===== config.mk =====
export PLATFORM = sky130hd
export DESIGN_NAME = mem_arbiter
export DESIGN_NICKNAME = d
export VERILOG_FILES = /design/src/rtl/mem_arb_pkg.sv /design/src/rtl/mem_arbiter_rr_pick.sv /design/src/rtl/mem_arbiter.sv
export SDC_FILE = /design/constraint.sdc
export NUM_CORES = 1
export LEC_CHECK = 0
export CORE_UTILIZATION = 44
export DETAILED_ROUTE_END_ITERATION = 10
export GPL_TIMING_DRIVEN = 0
export PLACE_DENSITY = 0.89
export SETUP_SLACK_MARGIN = 0.02
export SLEW_MARGIN = 10
export SYNTH_ARGS = -nofsm -noshare
export SYNTH_HDL_FRONTEND = slang
export SYNTH_SLANG_ARGS = --single-unit

===== constraint.sdc =====
create_clock -name clk -period 2.3 [get_ports clk]
set_input_delay 0.46 -clock clk [delete_from_list [all_inputs] [get_ports clk]]
set_output_delay 0.46 -clock clk [all_outputs]
set_load 0.1 [all_outputs]

===== src/rtl/mem_arb_pkg.sv =====
// Shared types and constants for the mem_arbiter round-robin memory bus arbiter.
package mem_arb_pkg;

    typedef enum logic [1:0] {
        ST_IDLE = 2'd0,
        ST_BUSY = 2'd1,
        ST_DONE = 2'd2
    } arb_state_e;

    // Read data returned to a master whose transaction was abandoned by the watchdog.
    localparam logic [31:0] TIMEOUT_DATA = 32'hDEADBEEF;

endpackage


===== src/rtl/mem_arbiter_rr_pick.sv =====
// rr_pick: combinational round-robin picker; grants the first requester strictly after 'last'.
module rr_pick #(
    parameter int N    = 2,
    parameter int IDXW = 1
) (
    input  logic [N-1:0]    req,
    input  logic [IDXW-1:0] last,
    output logic [N-1:0]    pick,
    output logic [IDXW-1:0] pick_idx,
    output logic            any
);

    localparam int CW = IDXW + 1;

    logic [CW-1:0] cand_s;
    logic          found_s;

    // Walk candidates last+1 .. last+N modulo N and take the first one requesting.
    always_comb begin
        pick     = '0;
        pick_idx = '0;
        found_s  = 1'b0;
        cand_s   = '0;
        for (int off = 1; off <= N; off++) begin
            cand_s = {1'b0, last} + CW'(off);
            if (cand_s >= CW'(N)) begin
                cand_s = cand_s - CW'(N);
            end else begin
                cand_s = cand_s;
            end
            if (!found_s && req[cand_s[IDXW-1:0]]) begin
                found_s                = 1'b1;
                pick[cand_s[IDXW-1:0]] = 1'b1;
                pick_idx               = cand_s[IDXW-1:0];
            end else begin
                found_s = found_s;
            end
        end
        any = |req;
    end

endmodule


===== src/rtl/mem_arbiter.sv =====
// mem_arbiter: N-master round-robin arbiter in front of the single io_ctrl memory port.
// Optional bus watchdog enabled by defining MEM_ARB_TIMEOUT_EN.
module mem_arbiter
    import mem_arb_pkg::*;
#(
    parameter int NUM_MASTERS    = 2,
    parameter int ADDR_WIDTH     = 32,
    parameter int DATA_WIDTH     = 32,
    parameter int TIMEOUT_CYCLES = 255
) (
    input  logic                              clk,
    input  logic                              reset_n,
    input  logic [NUM_MASTERS-1:0]            m_read,
    input  logic [NUM_MASTERS-1:0]            m_write,
    input  logic [NUM_MASTERS*ADDR_WIDTH-1:0] m_addr,
    input  logic [NUM_MASTERS*DATA_WIDTH-1:0] m_write_data,
    output logic [DATA_WIDTH-1:0]             m_read_data,
    output logic [NUM_MASTERS-1:0]            m_ack,
    output logic                              mem_read,
    output logic                              mem_write,
    output logic [ADDR_WIDTH-1:0]             mem_addr,
    output logic [DATA_WIDTH-1:0]             mem_write_data,
    input  logic [DATA_WIDTH-1:0]             mem_read_data,
    input  logic                              mem_ack,
    output logic [NUM_MASTERS-1:0]            grant,
    output logic                              busy,
    output logic                              err
);

    localparam int IDXW = (NUM_MASTERS > 1) ? $clog2(NUM_MASTERS) : 1;
    localparam logic [DATA_WIDTH-1:0] TIMEOUT_WORD = DATA_WIDTH'(TIMEOUT_DATA);

    arb_state_e state_r, state_n;

    logic [NUM_MASTERS-1:0] req_s, pick_s;
    logic [IDXW-1:0]        pick_idx_s;
    logic                   any_s;
    logic                   timeout_s;
    logic [ADDR_WIDTH-1:0]  addr_sel_s;
    logic [DATA_WIDTH-1:0]  wdata_sel_s;

    logic [NUM_MASTERS-1:0] grant_r, grant_n, m_ack_r, m_ack_n;
    logic                   mem_read_r, mem_read_n, mem_write_r, mem_write_n;
    logic                   op_write_r, op_write_n, busy_r, busy_n;
    logic [ADDR_WIDTH-1:0]  addr_r, addr_n;
    logic [DATA_WIDTH-1:0]  wdata_r, wdata_n, rdata_r, rdata_n;
    logic [IDXW-1:0]        last_r, last_n;

    assign req_s = m_read | m_write;

    rr_pick #(
        .N    (NUM_MASTERS),
        .IDXW (IDXW)
    ) u_rr_pick (
        .req      (req_s),
        .last     (last_r),
        .pick     (pick_s),
        .pick_idx (pick_idx_s),
        .any      (any_s)
    );

`ifdef MEM_ARB_TIMEOUT_EN
    localparam int CNT_RAW = $clog2(TIMEOUT_CYCLES + 1);
    localparam int CNT_W   = (CNT_RAW < 8) ? 8 : ((CNT_RAW > 16) ? 16 : CNT_RAW);

    logic [CNT_W-1:0] cnt_r;
    logic             err_r;

    // A real ack on the expiry cycle wins over the watchdog.
    assign timeout_s = (state_r == ST_BUSY) && !mem_ack &&
                       (cnt_r >= CNT_W'(TIMEOUT_CYCLES - 1));

    // Watchdog counter runs only in BUSY; err is sticky until reset.
    always_ff @(posedge clk or negedge reset_n) begin
        if (!reset_n) begin
            cnt_r <= '0;
            err_r <= 1'b0;
        end else begin
            cnt_r <= (state_r == ST_BUSY) ? (cnt_r + CNT_W'(1)) : '0;
            err_r <= err_r | timeout_s;
        end
    end

    assign err = err_r;
`else
    assign timeout_s = 1'b0;
    assign err       = 1'b0;
`endif

    // One-hot mux of the winning master's address and write data.
    always_comb begin
        addr_sel_s  = '0;
        wdata_sel_s = '0;
        for (int i = 0; i < NUM_MASTERS; i++) begin
            addr_sel_s  = addr_sel_s  | ({ADDR_WIDTH{pick_s[i]}} & m_addr[i*ADDR_WIDTH +: ADDR_WIDTH]);
            wdata_sel_s = wdata_sel_s | ({DATA_WIDTH{pick_s[i]}} & m_write_data[i*DATA_WIDTH +: DATA_WIDTH]);
        end
    end

    // State and registered output/datapath update.
    always_ff @(posedge clk or negedge reset_n) begin
        if (!reset_n) begin
            state_r     <= ST_IDLE;
            grant_r     <= '0;
            m_ack_r     <= '0;
            mem_read_r  <= 1'b0;
            mem_write_r <= 1'b0;
            op_write_r  <= 1'b0;
            busy_r      <= 1'b0;
            addr_r      <= '0;
            wdata_r     <= '0;
            rdata_r     <= '0;
            last_r      <= IDXW'(NUM_MASTERS - 1);
        end else begin
            state_r     <= state_n;
            grant_r     <= grant_n;
            m_ack_r     <= m_ack_n;
            mem_read_r  <= mem_read_n;
            mem_write_r <= mem_write_n;
            op_write_r  <= op_write_n;
            busy_r      <= busy_n;
            addr_r      <= addr_n;
            wdata_r     <= wdata_n;
            rdata_r     <= rdata_n;
            last_r      <= last_n;
        end
    end

    // Next-state logic.
    always_comb begin
        state_n = state_r;
        case (state_r)
            ST_IDLE: begin
                if (any_s) begin
                    state_n = ST_BUSY;
                end else begin
                    state_n = ST_IDLE;
                end
            end
            ST_BUSY: begin
                if (mem_ack || timeout_s) begin
                    state_n = ST_DONE;
                end else begin
                    state_n = ST_BUSY;
                end
            end
            ST_DONE: state_n = ST_IDLE;
            default: state_n = ST_IDLE;
        endcase
    end

    // Next values of the output registers; strobes and acks follow the next state.
    always_comb begin
        grant_n     = grant_r;
        m_ack_n     = '0;
        mem_read_n  = 1'b0;
        mem_write_n = 1'b0;
        op_write_n  = op_write_r;
        addr_n      = addr_r;
        wdata_n     = wdata_r;
        rdata_n     = rdata_r;
        last_n      = last_r;
        case (state_r)
            ST_IDLE: begin
                if (any_s) begin
                    grant_n     = pick_s;
                    last_n      = pick_idx_s;
                    op_write_n  = |(m_write & pick_s);
                    mem_write_n = op_write_n;
                    mem_read_n  = ~op_write_n;
                    addr_n      = addr_sel_s;
                    wdata_n     = wdata_sel_s;
                end else begin
                    grant_n = '0;
                end
            end
            ST_BUSY: begin
                if (mem_ack || timeout_s) begin
                    m_ack_n = grant_r;
                    if (!op_write_r) begin
                        rdata_n = mem_ack ? mem_read_data : TIMEOUT_WORD;
                    end else begin
                        rdata_n = rdata_r;
                    end
                end else begin
                    mem_read_n  = ~op_write_r;
                    mem_write_n = op_write_r;
                end
            end
            ST_DONE: grant_n = '0;
            default: grant_n = '0;
        endcase
        busy_n = (state_n != ST_IDLE);
    end

    assign grant          = grant_r;
    assign m_ack          = m_ack_r;
    assign mem_read       = mem_read_r;
    assign mem_write      = mem_write_r;
    assign mem_addr       = addr_r;
    assign mem_write_data = wdata_r;
    assign m_read_data    = rdata_r;
    assign busy           = busy_r;

endmodule


# After elaboration in Yosys (flattened, before gate mapping)
# Cells that the tools add are included.
# totals
word_cells,71
register_bits,107
output_inout_bits,104
# classes
n_mux,28
n_bitwise,11
n_eq_ne,1
addsub,4
n_reduce_logical,10
order_cmp,6
# ops
op,count
$and A32 B32 Y32,4
$or A32 B32 Y32,2
$mux W1,16
$mux W2,6
$pmux W2 S2,2
$ge A2 B2 Y1 const B,2
$lt A1 B2 Y1 const B,2
$or A2 B2 Y2,2
$pmux W1 S2,2
$reduce_or A2 Y1,2
$logic_and A1 B1 Y1,3
$reduce_and A3 Y1,1
$add A1 B1 Y2 const B,1
$add A1 B2 Y2 const B,1
$and A2 B2 Y2,1
$demux W1 S1,2
$eq A2 B1 Y1 const B,1
$ge A1 B1 Y1 const B,2
$logic_not A2 Y1,1
$not A1 Y1,2
$reduce_and A2 Y1,1
$reduce_bool A2 Y1,1
$sub A1 B1 Y1 const B,2
$logic_not A1 Y1,1

# Longest topological paths before layout
# Gate-level depths: netlist (run 1).
# logic_depth
depth_word,15
depth_mapped,6
depth_no_buf,3

# Hierarchy
# A second synthesis (run 1) with hierarchy kept.
# hier_totals
hier_cells,325
area_unflattened_um2,4692.0
# modules_own_cells
module,seq_area_each_um2,instances,cells_per_inst,area_each_um2
mem_arbiter,2678.8,1,320,4659.5
rr_pick,0.0,1,5,32.5

# Worst setup path after synthesis (run 1)
# No wires, ideal clock.
# synth_path
kind,register to register
from,register state_r[1]
to,"register addr_r[29], in the netlist mem_addr[29]"
period_less_slack_ps,1567
t_arrival_ps,1439
path_stages_with_launch,6
setup_time_ps,128
path_slack_ps,733
cell_sequence,dfrtp_1 -> nor2_1 -> a21boi_4 -> buf_6 -> buf_12 -> mux2_1
# synth_via
elab_chain_len,2
# synth_rtl
element,line_no,rtl
from (decl),mem_arbiter.sv:33,"arb_state_e state_r, state_n;"
from (signal assigned),mem_arbiter.sv:115,state_r <= state_n;
$logic_not A2 Y1,mem_arbiter.sv:163,case (state_r)
$reduce_and A2 Y1 (no source line),--,
to (signal assigned),mem_arbiter.sv:122,addr_r <= addr_n;
to (decl),mem_arbiter.sv:45,"logic [ADDR_WIDTH-1:0] addr_r, addr_n;"
# Every way passes these cells.
# A chain may end at the register's enable or synchronous reset.

# Worst setup path after layout (run 1)
# layout_path
from,"register grant_r[0], in the netlist grant[0]"
to,output port grant[0]
# layout_lines
element,line_no,rtl
from (decl),mem_arbiter.sv:42,"logic [NUM_MASTERS-1:0] grant_r, grant_n, m_ack_r, m_ack_n;"
from (signal assigned),mem_arbiter.sv:116,grant_r <= grant_n;
to (decl),mem_arbiter.sv:25,"output logic [NUM_MASTERS-1:0] grant,"
# No word-level cell between the ends.

==> results.txt, run 1 <==
Measured along the x axis, the die boundary spans 114 µm. For the worst-skew pair, the clock arrives at the later sink with an insertion delay of 0.34 ns. For the global placer's final weighted congestion, the log shows 0.933.

The cell with the biggest individual delay on the critical path is sky130_fd_sc_hd__dlygate4sd2_1. The startpoint of the lowest-slack hold path is op_write_r. The growth of design area from synthesis to finish works out to 55.5%. Traced cell by cell, the critical path runs through dlygate4sd2_1.

From bottom edge to top edge, the die measures 114 µm. The tools report the final wirelength as 17.5 mm. In the global route stage, overall resource usage came out at 26.8%. The run gives -0.0329 ns as the pre-CTS setup slack.

The worst slack on hold paths was 0.463 ns; the number of different library cells in the post-synthesis netlist was 32. The number of detailed-routing iterations run before antenna repair was 6; the buffer and inverter count on the worst path was 1. The measured slew at the worst slew-check pin works out to 1.03 ns. The final standard cell area without fillers came out at 8650 µm². The maximum number of pins on one net before global-route repair was 73; the post-synthesis simple-gate area fraction was 1.98%. Count of antenna-violating nets left after detailed routing: 0.

The startpoint identified for the worst register-to-register timing path is state_r[1]. After detailed routing, the average wire length per cell comes to 18.7 µm. The worst hold path terminates at mem_read.

The clock root buffer is sky130_fd_sc_hd__clkbuf_16. Port buffering added 267 buffers. The repair_antennas step left the layout with diodes totalling 0. Starting density of the core: 45.8%. In the routed design, unresolved DRC markers number 0. The run gives 107 as the number of clock sinks. The number of cell instances on the worst register-to-register path was 5; the peak clock frequency supported by timing was 0.478 GHz.

Summing the areas of all compound-gate instances in the mapped netlist gives 20.5% of the synthesized area. The half-perimeter wire length after detailed placement was 13.1 mm. Setup slack on the worst reg-to-reg path comes out at 0.56 ns.

Number of antenna violations at the first check in global routing: 0. After the first detailed-routing iteration, the DRC count stood at 426. Once routing completed, OpenROAD measured the worst setup slack at 0.208 ns. Proportion of synthesized area in mux cells: 22.2%. The tools report the area of placed instances as 8480 µm². The worst min-delay path class is flip-flop to flip-flop. The clock-pin slew on the worst setup and hold paths is 0.07 ns, and the portion of the clock cycle consumed by the worst path in the final layout is 90.9%. The run finished with clean final reports. The worst setup path is captured at an output pin. Count of vias placed by the detailed router: 5181. After layout, the minimum clock period comes to 2.09 ns.

The floorplan row count was 40. Setup repair after global routing left no endpoint under its margin. After synthesis the netlist holds a flip-flop and latch count of 107. For the I/O pin total, the log shows 271. Dividing the detail-routed via count by the number of cells gives 5.54. Synthesis produced 482 cells. The average instance in the mapped netlist occupies 11.5 µm². During synthesis, Yosys emitted a total of 0 warnings. The largest fanout of any net on the critical path was 3.

The clock tree synthesis step divided the H-tree into 3 levels. The required time of the critical path was 1.84 ns. The largest single stage delay on the critical path is 0.91 ns. The largest family of logic cells by synthesized area was multiplexers. The tool flagged a number of max-cap violations equal to 0. The tools report the launching element type of the critical path as a flip-flop. The final-stage net count is 929. The final max-slew violation count came out at 0.

The count of buffers added by post-CTS timing repair for setup is 0. The category of the most critical setup path was flip-flop to output pin. Data on the critical path arrives at its endpoint at 1.63 ns. The final number of hold-violating endpoints was 0; the XOR/XNOR share of the synthesized area was 0%. After Yosys synthesis, full adders, half adders and majority gates account for 0% of the synthesized area. The via count of the first global-routing pass was 5271; the cell area after technology mapping was 5570 µm². The floorplan step defined a die boundary enclosing 13100 µm². Clock skew on the completed layout was measured at 0.00464 ns. In this run the standard cell core region covers 12200 µm². Post-synthesis net count: 649. The leftover overflow at the end of global routing was 0.

Final core area utilization: 71.2%. TritonCTS built the clock tree. The share of final-layout standard cells stronger than drive strength 1 came out at 18.3%. In this run the tightest slew margin relative to its limit is 31.7%.

The run gives 2 as the maximum root-to-sink buffer count. Top cell family by delay on the critical path: buffers and inverters. The worst register-to-register path ends at mem_addr[8]. Number of cells traversed by the worst hold path: 1. Setup violations remaining at the end of the flow were counted as 0. The number of clock buffers added by TritonCTS is 9. The first global-routing pass estimated 27.0 mm of wire. The tools report the sequential-to-total area share from yosys stat as 48.1%.
==> synthesized netlist by cell type <==
cell type | n | area [µm²]
sky130_fd_sc_hd__clkbuf_1 | 24 | 90.1
sky130_fd_sc_hd__o21ai_1 | 7 | 35.0
sky130_fd_sc_hd__or3_1 | 2 | 12.5
sky130_fd_sc_hd__a21boi_4 | 1 | 18.8
sky130_fd_sc_hd__inv_1 | 1 | 3.75
sky130_fd_sc_hd__and3_1 | 3 | 18.8
sky130_fd_sc_hd__nor2_4 | 2 | 22.5
sky130_fd_sc_hd__buf_2 | 9 | 45.0
sky130_fd_sc_hd__nor2b_2 | 1 | 8.76
sky130_fd_sc_hd__and2_1 | 1 | 6.26
sky130_fd_sc_hd__mux2_1 | 11 | 124
sky130_fd_sc_hd__a21oi_1 | 4 | 20.0
sky130_fd_sc_hd__o21ba_4 | 1 | 16.3
sky130_fd_sc_hd__dfrtp_1 | 106 | 2650
sky130_fd_sc_hd__mux2_4 | 39 | 586
sky130_fd_sc_hd__o31ai_1 | 1 | 7.51
sky130_fd_sc_hd__buf_4 | 5 | 37.5
sky130_fd_sc_hd__nand2b_1 | 2 | 12.5
sky130_fd_sc_hd__a21boi_0 | 1 | 7.51
sky130_fd_sc_hd__o22ai_1 | 65 | 407
sky130_fd_sc_hd__buf_6 | 12 | 135
sky130_fd_sc_hd__mux2i_1 | 1 | 10.0
sky130_fd_sc_hd__o21a_2 | 1 | 8.76
sky130_fd_sc_hd__conb_1 | 1 | 3.75
sky130_fd_sc_hd__o2bb2ai_1 | 2 | 17.5
sky130_fd_sc_hd__nor2_1 | 3 | 11.3
sky130_fd_sc_hd__or2_1 | 1 | 6.26
sky130_fd_sc_hd__dfstp_2 | 1 | 26.3
sky130_fd_sc_hd__o21ai_0 | 121 | 606
sky130_fd_sc_hd__buf_12 | 4 | 80.1
sky130_fd_sc_hd__nand2_1 | 3 | 11.3
sky130_fd_sc_hd__mux2_2 | 46 | 518
==> worst max-delay path by stage <==
| stage | from | end | cells after the start |
|---|---|---|---|
| 5_1_grt | grant[0] | grant[0] | 1 |
| 6_report | grant[0] | grant[0] | 1 |
| 3_5_place_dp | m_write[0] | mem_write_data[22] | 6 |
| 4_1_cts | grant[0] | grant[0] | 1 |
| 2_1_floorplan | state_r[1] | mem_addr[29] | 5 |
| 3_3_place_gp | reset_n | mem_write_data[0] | 1 |
==> what timing repair did <==
action,CTS,global route
endpoints found under the setup margin,103,0
hold buffers,1,0
endpoints found under the hold margin,2,0
resized for setup,103,0
==> final cells by class <==
class,count,area (µm²)
clock buffer,11,253
fill,904,3510
timing repair buffer,269,2580
clock inverter,5,42.5
buffer,54,388
sequential,107,2680
multi-input combinational,320,2490
inverter,1,3.75
tap,168,210
==> routing by layer <==
| layer | share of wire (%) | global-route usage [%] | vias to the layer above | wire, µm |
|---|---|---|---|---|
| met5 | 0 | 0 | - | 0 |
| met4 | 2.4 | 11.2 | 0 | 418 |
| met3 | 7.9 | 6.62 | 37 | 1380 |
| met2 | 50 | 46.6 | 282 | 8760 |
| met1 | 40 | 31.6 | 2505 | 6940 |
| li1 | - | - | 2357 | - |
==> worst reg2reg max path, delay by kind of cell (launching register included) <==
family	cells	cell delay, ns
compound gates	1	0.26
buf+inv	2	0.39
flops	1	0.42
mux	1	0.31
simple gates	1	0.24
==> registers in the layout, indices dropped and copies added, names as in the netlist, 2 cells and up <==
signal          count
state_r             2
m_ack               2
m_read_data        32
mem_write_data     32
grant               2
mem_addr           32
==> placed cells by master (no fill, tap or decap), types with 3 or more instances in the layout <==
master and instances:
sky130_fd_sc_hd__mux2_4 39, sky130_fd_sc_hd__mux2_2 46, sky130_fd_sc_hd__o22ai_1 65, sky130_fd_sc_hd__and3_1 3
sky130_fd_sc_hd__nor2_1 3, sky130_fd_sc_hd__clkdlybuf4s50_1 163, sky130_fd_sc_hd__o21ai_0 121, sky130_fd_sc_hd__buf_4 5
sky130_fd_sc_hd__dfrtp_1 106, sky130_fd_sc_hd__buf_12 4, sky130_fd_sc_hd__mux2_1 11, sky130_fd_sc_hd__buf_6 13
sky130_fd_sc_hd__dlygate4sd2_1 103, sky130_fd_sc_hd__nand2_1 3, sky130_fd_sc_hd__o21ai_1 7, sky130_fd_sc_hd__inv_6 3
sky130_fd_sc_hd__buf_2 9, sky130_fd_sc_hd__a21oi_1 4, sky130_fd_sc_hd__clkbuf_16 9, sky130_fd_sc_hd__clkbuf_1 24
==> cell families after synthesis <==
family / count (synthesis)
AO/OA/AOI/OAI: 204
AND/OR/NAND/NOR: 18
buffers and inverters: 55
other: 1
flip-flops: 107
multiplexers: 97
==> through the flow <==
step / setup TNS [ns] / std cells
after CTS: 0 / 935
final: 0 / 935
after global routing: 0 / 935
after global placement: -336.08 / 917
after floorplan: 0 / 482
after detailed placement: -0.0979 / 918
Power of run 1 is not shown: default switching activity piles up to over one toggle a cycle in this logic, so the estimate is an artifact.
==> run 2: changes to the inputs <==
- ABC_AREA: unset -> 0
- MAX_ROUTING_LAYER: unset -> met4
==> run 2 against run 1 <==
Against the previous run:
- die area unchanged
- maximum frequency about the same
- utilization unchanged
- critical endpoint unchanged
- first-iteration DRC count up 7.7%
- clock skew about the same
- final cell count unchanged
- via count about the same
- non-clock buffer count unchanged
- worst hold slack better by 0.0062 ns
- critical path type unchanged
- setup slack about the same
- routed wire length about the same
- count of clock-buffer cells in the layout unchanged
==> results.txt, run 2 (same netlist as run 1, synthesis figures left out) <==
Counting the fill cells in the layout gives 904. The tools report the launching element type of the critical path as a flip-flop. The kind of capture point of the worst setup path is an output pin. The run gives 3 as the number of levels the H-tree was split into. Walking the worst path, the cells encountered are dlygate4sd2_1. The run gives 1.63 ns as the signal arrival time at the worst endpoint. The buffer and inverter count on the worst path works out to 1. Wires add up to 17.5 mm. Clock network latency to the later pin of the worst-skew pair: 0.35 ns. From bottom edge to top edge, the die measures 114 µm. The area growth from synthesis to layout is 55.5%. In the post-route analysis, the smallest setup slack over all paths is 0.209 ns.

In the routed layout, each cell is associated on average with a via count of 5.54. Floorplan row count: 40. The tightest min-delay check is of the flip-flop to flip-flop type.

STA puts the critical path data required time at 1.84 ns. After clock tree synthesis, the clock-pin slew on the worst setup and hold paths is 0.07 ns. Static timing analysis puts the maximum clock frequency at 0.478 GHz.

The setup path with the least slack is of type flip-flop to output pin. OpenSTA, run right after detailed placement, puts the worst setup slack at -0.0329 ns. The maximum clock skew at final layout came out at 0.00486 ns. The via count of the first global-routing pass was 5279. For the count of buffers added by post-CTS timing repair for setup, the log shows 0. The flow ran to the end, and the final reports show no timing, DRC or antenna violations. The cell with the biggest individual delay on the critical path is sky130_fd_sc_hd__dlygate4sd2_1. In this run the tool buffered the top-level ports with 267 buffer cells. Counting every sink on the clock net gives 107. Across all layers, the routed design uses 5183 vias. Time the worst path needs with I/O delays and setup: 2.09 ns. The post-route netlist has 18.3% of its cells at a drive strength greater than 1. The worst setup slack for register-to-register paths came out at 0.56 ns. For this run, design rule violations remaining after detail routing come to 0. For this run the aggregate overflow at the end of global routing stands at 0. The tools report the violation count after the first detailed-route iteration as 459. Setup violations remaining at the end of the flow were counted as 0. The top cell family by delay on the critical path is buffers and inverters.

The total area inside the core boundary comes to 12200 µm². The final number of hold-violating endpoints came out at 0. Setup repair after global routing left no endpoint under its margin.

The tool flagged a number of max-cap violations equal to 0. The pre-antenna-repair detailed-routing pass consisted of 5 iterations. In this run the worst path has a maximum fanout of 3.

TritonCTS built the clock tree. At the pin with the least slew margin, the transition time is 1.03 ns. The logs give 0 for the number of antenna repair diodes and 13100 µm² for the die outline area. In this run the horizontal extent of the chip is 114 µm. The most common library cell in the layout ignoring fill and taps was sky130_fd_sc_hd__clkdlybuf4s50_1.

Half-perimeter wire length after detailed placement: 13.1 mm. Leaving out fill and tap cells, the most frequent cells in the layout are sky130_fd_sc_hd__clkdlybuf4s50_1 (163), sky130_fd_sc_hd__o21ai_0 (121), sky130_fd_sc_hd__dfrtp_1 (106), sky130_fd_sc_hd__dlygate4sd2_1 (103), sky130_fd_sc_hd__o22ai_1 (65). The clock passes through at most 2 buffers.

The total area of sequential cells is 2680 µm², and the routed wirelength normalized by instance count is 18.7 µm. Summing all multi-input logic gate instances after layout gives 2490 µm². Buffers inserted during clock tree synthesis total 9. Global routing used 27.6% of the available tracks across all layers.

The run gives 0 as the number of antenna violations at the first check in global routing. The worst slew margin relative to its limit was 31.8%. Portion of the clock cycle consumed by the worst path in the final layout: 90.9%. Clock root buffer: sky130_fd_sc_hd__clkbuf_16.

In this run the remaining antenna-violating nets after routing total 0. The tools report the final max-slew violation count as 0. The final-stage net count was 929.

The maximum single-stage delay on the critical path works out to 0.91 ns. The first global-routing pass estimated 27.0 mm of wire. 271 I/O pins were placed. Once the floorplan was initialized, standard cells occupied 45.8% of the core. The global placer's final weighted congestion came out at 0.950. Entering global routing, the biggest net connects 73 pins.
[run 2: cell counts in the layout (fill, tap and decap cells not counted)]
Identical to the previous run, type by type.
[run 2: per-stage QoR]
stage          setup TNS [ns]  util [%]  instance area [µm²]  instances  hold WS, ns
3_3_place_gp          -336.08      69.5                 8450        917        0.427
4_1_cts                     0      71.2                 8650        935        0.470
3_5_place_dp          -0.0979      69.7                 8480        918        0.373
2_1_floorplan               0         -                 5570        482        0.164
6_report                    0      71.2                 8650        935        0.470
5_1_grt                     0      71.2                 8650        935        0.510
[run 2: timing repair]
| action | in CTS | in global routing |
|---|---|---|
| hold endpoints to repair | 2 | 0 |
| setup endpoints to repair | 103 | 0 |
| resized for setup | 103 | 0 |
| hold buffers | 1 | 0 |
[run 2: worst paths after layout]
path,start,end,cells after the start
setup / recovery,grant[0],grant[0],1
hold / removal,op_write_r,mem_read,1
setup reg to reg,state_r[1],mem_addr[8],5
hold reg to reg,op_write_r,mem_read,1
max in group asynchronous,reset_n,last_r,3
min in group asynchronous,reset_n,mem_write_data[31],2
[run 2: cell type report]
cell class | count | area share [%]
flip-flops and latches | 107 | 31.0
repair buffers | 269 | 29.8
multi-input cells | 320 | 28.8
plain buffers | 54 | 4.48
clock buffers | 11 | 2.92
well taps | 168 | 2.43
clock inverters | 5 | 0.492
inverters | 1 | 0.0434
[run 2: layer usage]
layer / vias to the layer above / GRT usage, % / share of wire [%]
li1: 2353 / - / -
met1: 2502 / 32.2 / 40
met2: 291 / 46.6 / 49
met3: 37 / 5.77 / 7.5
met4: 0 / 11.2 / 2.7
met5: - / - / 0
Power of run 2 is left out for the same reason.
==> run 3: changes to the inputs <==
- ABC_AREA: 0 -> unset
- CORE_UTILIZATION: 44 -> 37
- PLACE_DENSITY: 0.89 -> 0.8
- clock period: 2.3 -> 1.8 ns (I/O delays scaled with it)
==> run 3 against run 2 <==
Against the previous run:
- count of clock-buffer cells in the layout unchanged
- routed wire length decreased by 0.15%
- final cell count up 1.7%
- first-iteration DRC count shrank 31%
- register-to-register slack lost 0.51 ns
- final area rose by 3.3%
- non-clock buffer count is the same
- sequential share of layout area shrank 0.99 points
- critical path type is now input port to flip-flop
- critical endpoint is now mem_addr[20]
- utilization is 9.9 points lower
- setup slack worse by 0.18 ns
==> results.txt, run 3 (same netlist as run 1, synthesis figures left out) <==
Routability-driven placement finished with a final weighted congestion of 0.873. Buffers inserted during clock tree synthesis total 9. The logs give 1146 for the number of fill cells and 5 for the number of detailed-routing iterations run before antenna repair. At the pin with the least slew margin, the transition time is 0.571 ns. STA classifies the critical path endpoint as a flip-flop.

0 antenna diodes ended up in the layout. The run finished with clean final reports. The peak clock frequency supported by timing came out at 0.566 GHz.

The half-perimeter wire length after detailed placement was 13.0 mm. Share of final-layout standard cells stronger than drive strength 1: 32.9%. STA puts the critical path data arrival time at 2.00 ns. Across every metal layer, demand over resource in global routing totals 23.4%. After detailed routing, the average wire length per cell comes to 18.4 µm. Maximum number of pins on one net before global-route repair: 66.

No sink is reached through more buffers than the 2 on the longest clock path. The final max-slew violation count was 0; the buffer and inverter count on the worst path was 3. The H-tree generated during clock tree synthesis spans 3 levels. STA puts the critical path data required time at 2.03 ns. Global routing finished with a remaining overflow of 0.

The I/O pin total was 271. The final route contains 5144 vias. Traced cell by cell, the critical path runs through clkdlybuf4s50_1, o21a_2, buf_6, buf_2, o22ai_1, mux2_4. Among cell families on the critical path, the largest total delay comes from buffers and inverters. The die covers 15500 µm². The library cells used most frequently in the layout, excluding fill and tap cells, are sky130_fd_sc_hd__clkdlybuf4s50_1 (163), sky130_fd_sc_hd__o21ai_0 (120), sky130_fd_sc_hd__dfrtp_1 (106), sky130_fd_sc_hd__clkdlybuf4s15_2 (103), sky130_fd_sc_hd__o22ai_1 (65).

Between clock sinks in the finished design, the worst skew comes to 0.00858 ns. After layout, the worst setup slack is 0.0333 ns. The net count of the finished layout is 929. Most common library cell in the layout ignoring fill and taps: sky130_fd_sc_hd__clkdlybuf4s50_1. The launching element type of the critical path is an input port.

The count of nets left with antenna violations once routing finished came out at 0. The tools report the starting density of the core as 38.1%. The tools report the area of the placeable core as 14600 µm².

The critical path is of the input port to flip-flop type. The largest single stage delay on the critical path is 0.61 ns. The run gives 0 as the final number of hold-violating endpoints.

From synthesis to final layout, the design area changed by 60.6%. Row generation in the floorplan step produced 44 rows. Along the worst path, the maximum fanout reaches 10.

At the later pin of the worst-skew pair, clock insertion delay measures 0.35 ns. OpenSTA, run right after detailed placement, puts the worst setup slack at -0.424 ns. In this run the post-CTS setup repair buffer count came out at 0. After detailed routing, the number of remaining DRC violations is 0. The worst path uses 98.2% of the clock period.

The smallest clock period supported by the final layout is computed as 1.77 ns. Startpoint of the lowest-slack hold path: m_read[0]. Setup violations remaining at the end of the flow were counted as 0. The via-per-instance ratio was 5.41. The worst hold path belongs to the class input port to flip-flop. Across the run, the number of max-cap violations was 0. The die width was 125 µm. TritonCTS built the clock tree.

The detailed router finished its first iteration with 315 violations. Startpoint of the lowest-slack register-to-register path: state_r[1]. Count of port buffers added during placement: 267. The number of antenna violations at the first check in global routing is 0. Tracing the worst setup path back leads to its startpoint at m_write[0].

The tools report the worst slew margin relative to its limit as 62.1%. The first-pass GRT wire length is 28.0 mm. Setup repair after global routing could not meet its margin everywhere. Final hold analysis gives a worst-case slack of 0.382 ns. The tools report the via count of the first global-routing pass as 5353. The tools report the number of clock sinks as 107. The cell with the biggest individual delay on the critical path was sky130_fd_sc_hd__clkdlybuf4s50_1. The tree is rooted in a sky130_fd_sc_hd__clkbuf_16. The final wirelength is 17.5 mm.

The die is 125 µm tall. After clock tree synthesis, the clock-pin slew on the worst setup and hold paths is 0.07 ns.
## run 3: layout make-up
type	count	area, µm²	area share (%)
clock inverter	5	36.3	0.406
clock buffer	11	253	2.83
sequential	107	2680	30.0
multi-input combinational	320	2490	27.9
inverter	1	3.75	0.0420
tap	184	230	2.58
buffer	54	402	4.49
timing repair buffer	269	2840	31.8
## run 3: worst paths after layout
kind	depth (start not counted)	to	slack [ns]
setup / recovery	6	mem_addr[20]	0.03
max in group asynchronous	3	m_read_data[5]	0.64
setup reg to reg	5	mem_addr[29]	0.05
hold / removal	4	last_r	0.38
min in group asynchronous	2	mem_write_data[19]	0.49
hold reg to reg	1	mem_read	0.44
## run 3: through the flow
stage                     cells  instance area, µm²  utilization, %  setup TNS, ns
final                       951                8940            61.3              0
after global routing        951                8940            61.3         -0.280
after CTS                   951                8930            61.2              0
after detailed placement    934                8500            58.2         -25.23
after global placement      933                8470            58.0        -408.42
after floorplan             482                5570               -              0
## run 3: repair_timing
item / CTS / global route
endpoints found under the setup margin: 119 / 67
resized for setup: 314 / 10
hold buffers: 1 / 0
endpoints found under the hold margin: 41 / 0
## run 3: worst register-to-register path, stage by stage (launching register included)
cell and delay, ns:
sky130_fd_sc_hd__dfrtp_1 0.42, sky130_fd_sc_hd__nor2_1 0.25, sky130_fd_sc_hd__a21boi_4 0.25, sky130_fd_sc_hd__buf_6 0.22
sky130_fd_sc_hd__buf_12 0.18, sky130_fd_sc_hd__mux2_1 0.32
## run 3: layer usage
layer / vias up / wire, µm / GRT usage [%]
li1: 2354 / - / -
met1: 2516 / 7190 / 28.1
met2: 257 / 8780 / 39.2
met3: 17 / 1300 / 5.15
met4: 0 / 198 / 7.30
met5: - / 0 / -
Power of run 3 is left out for the same reason.
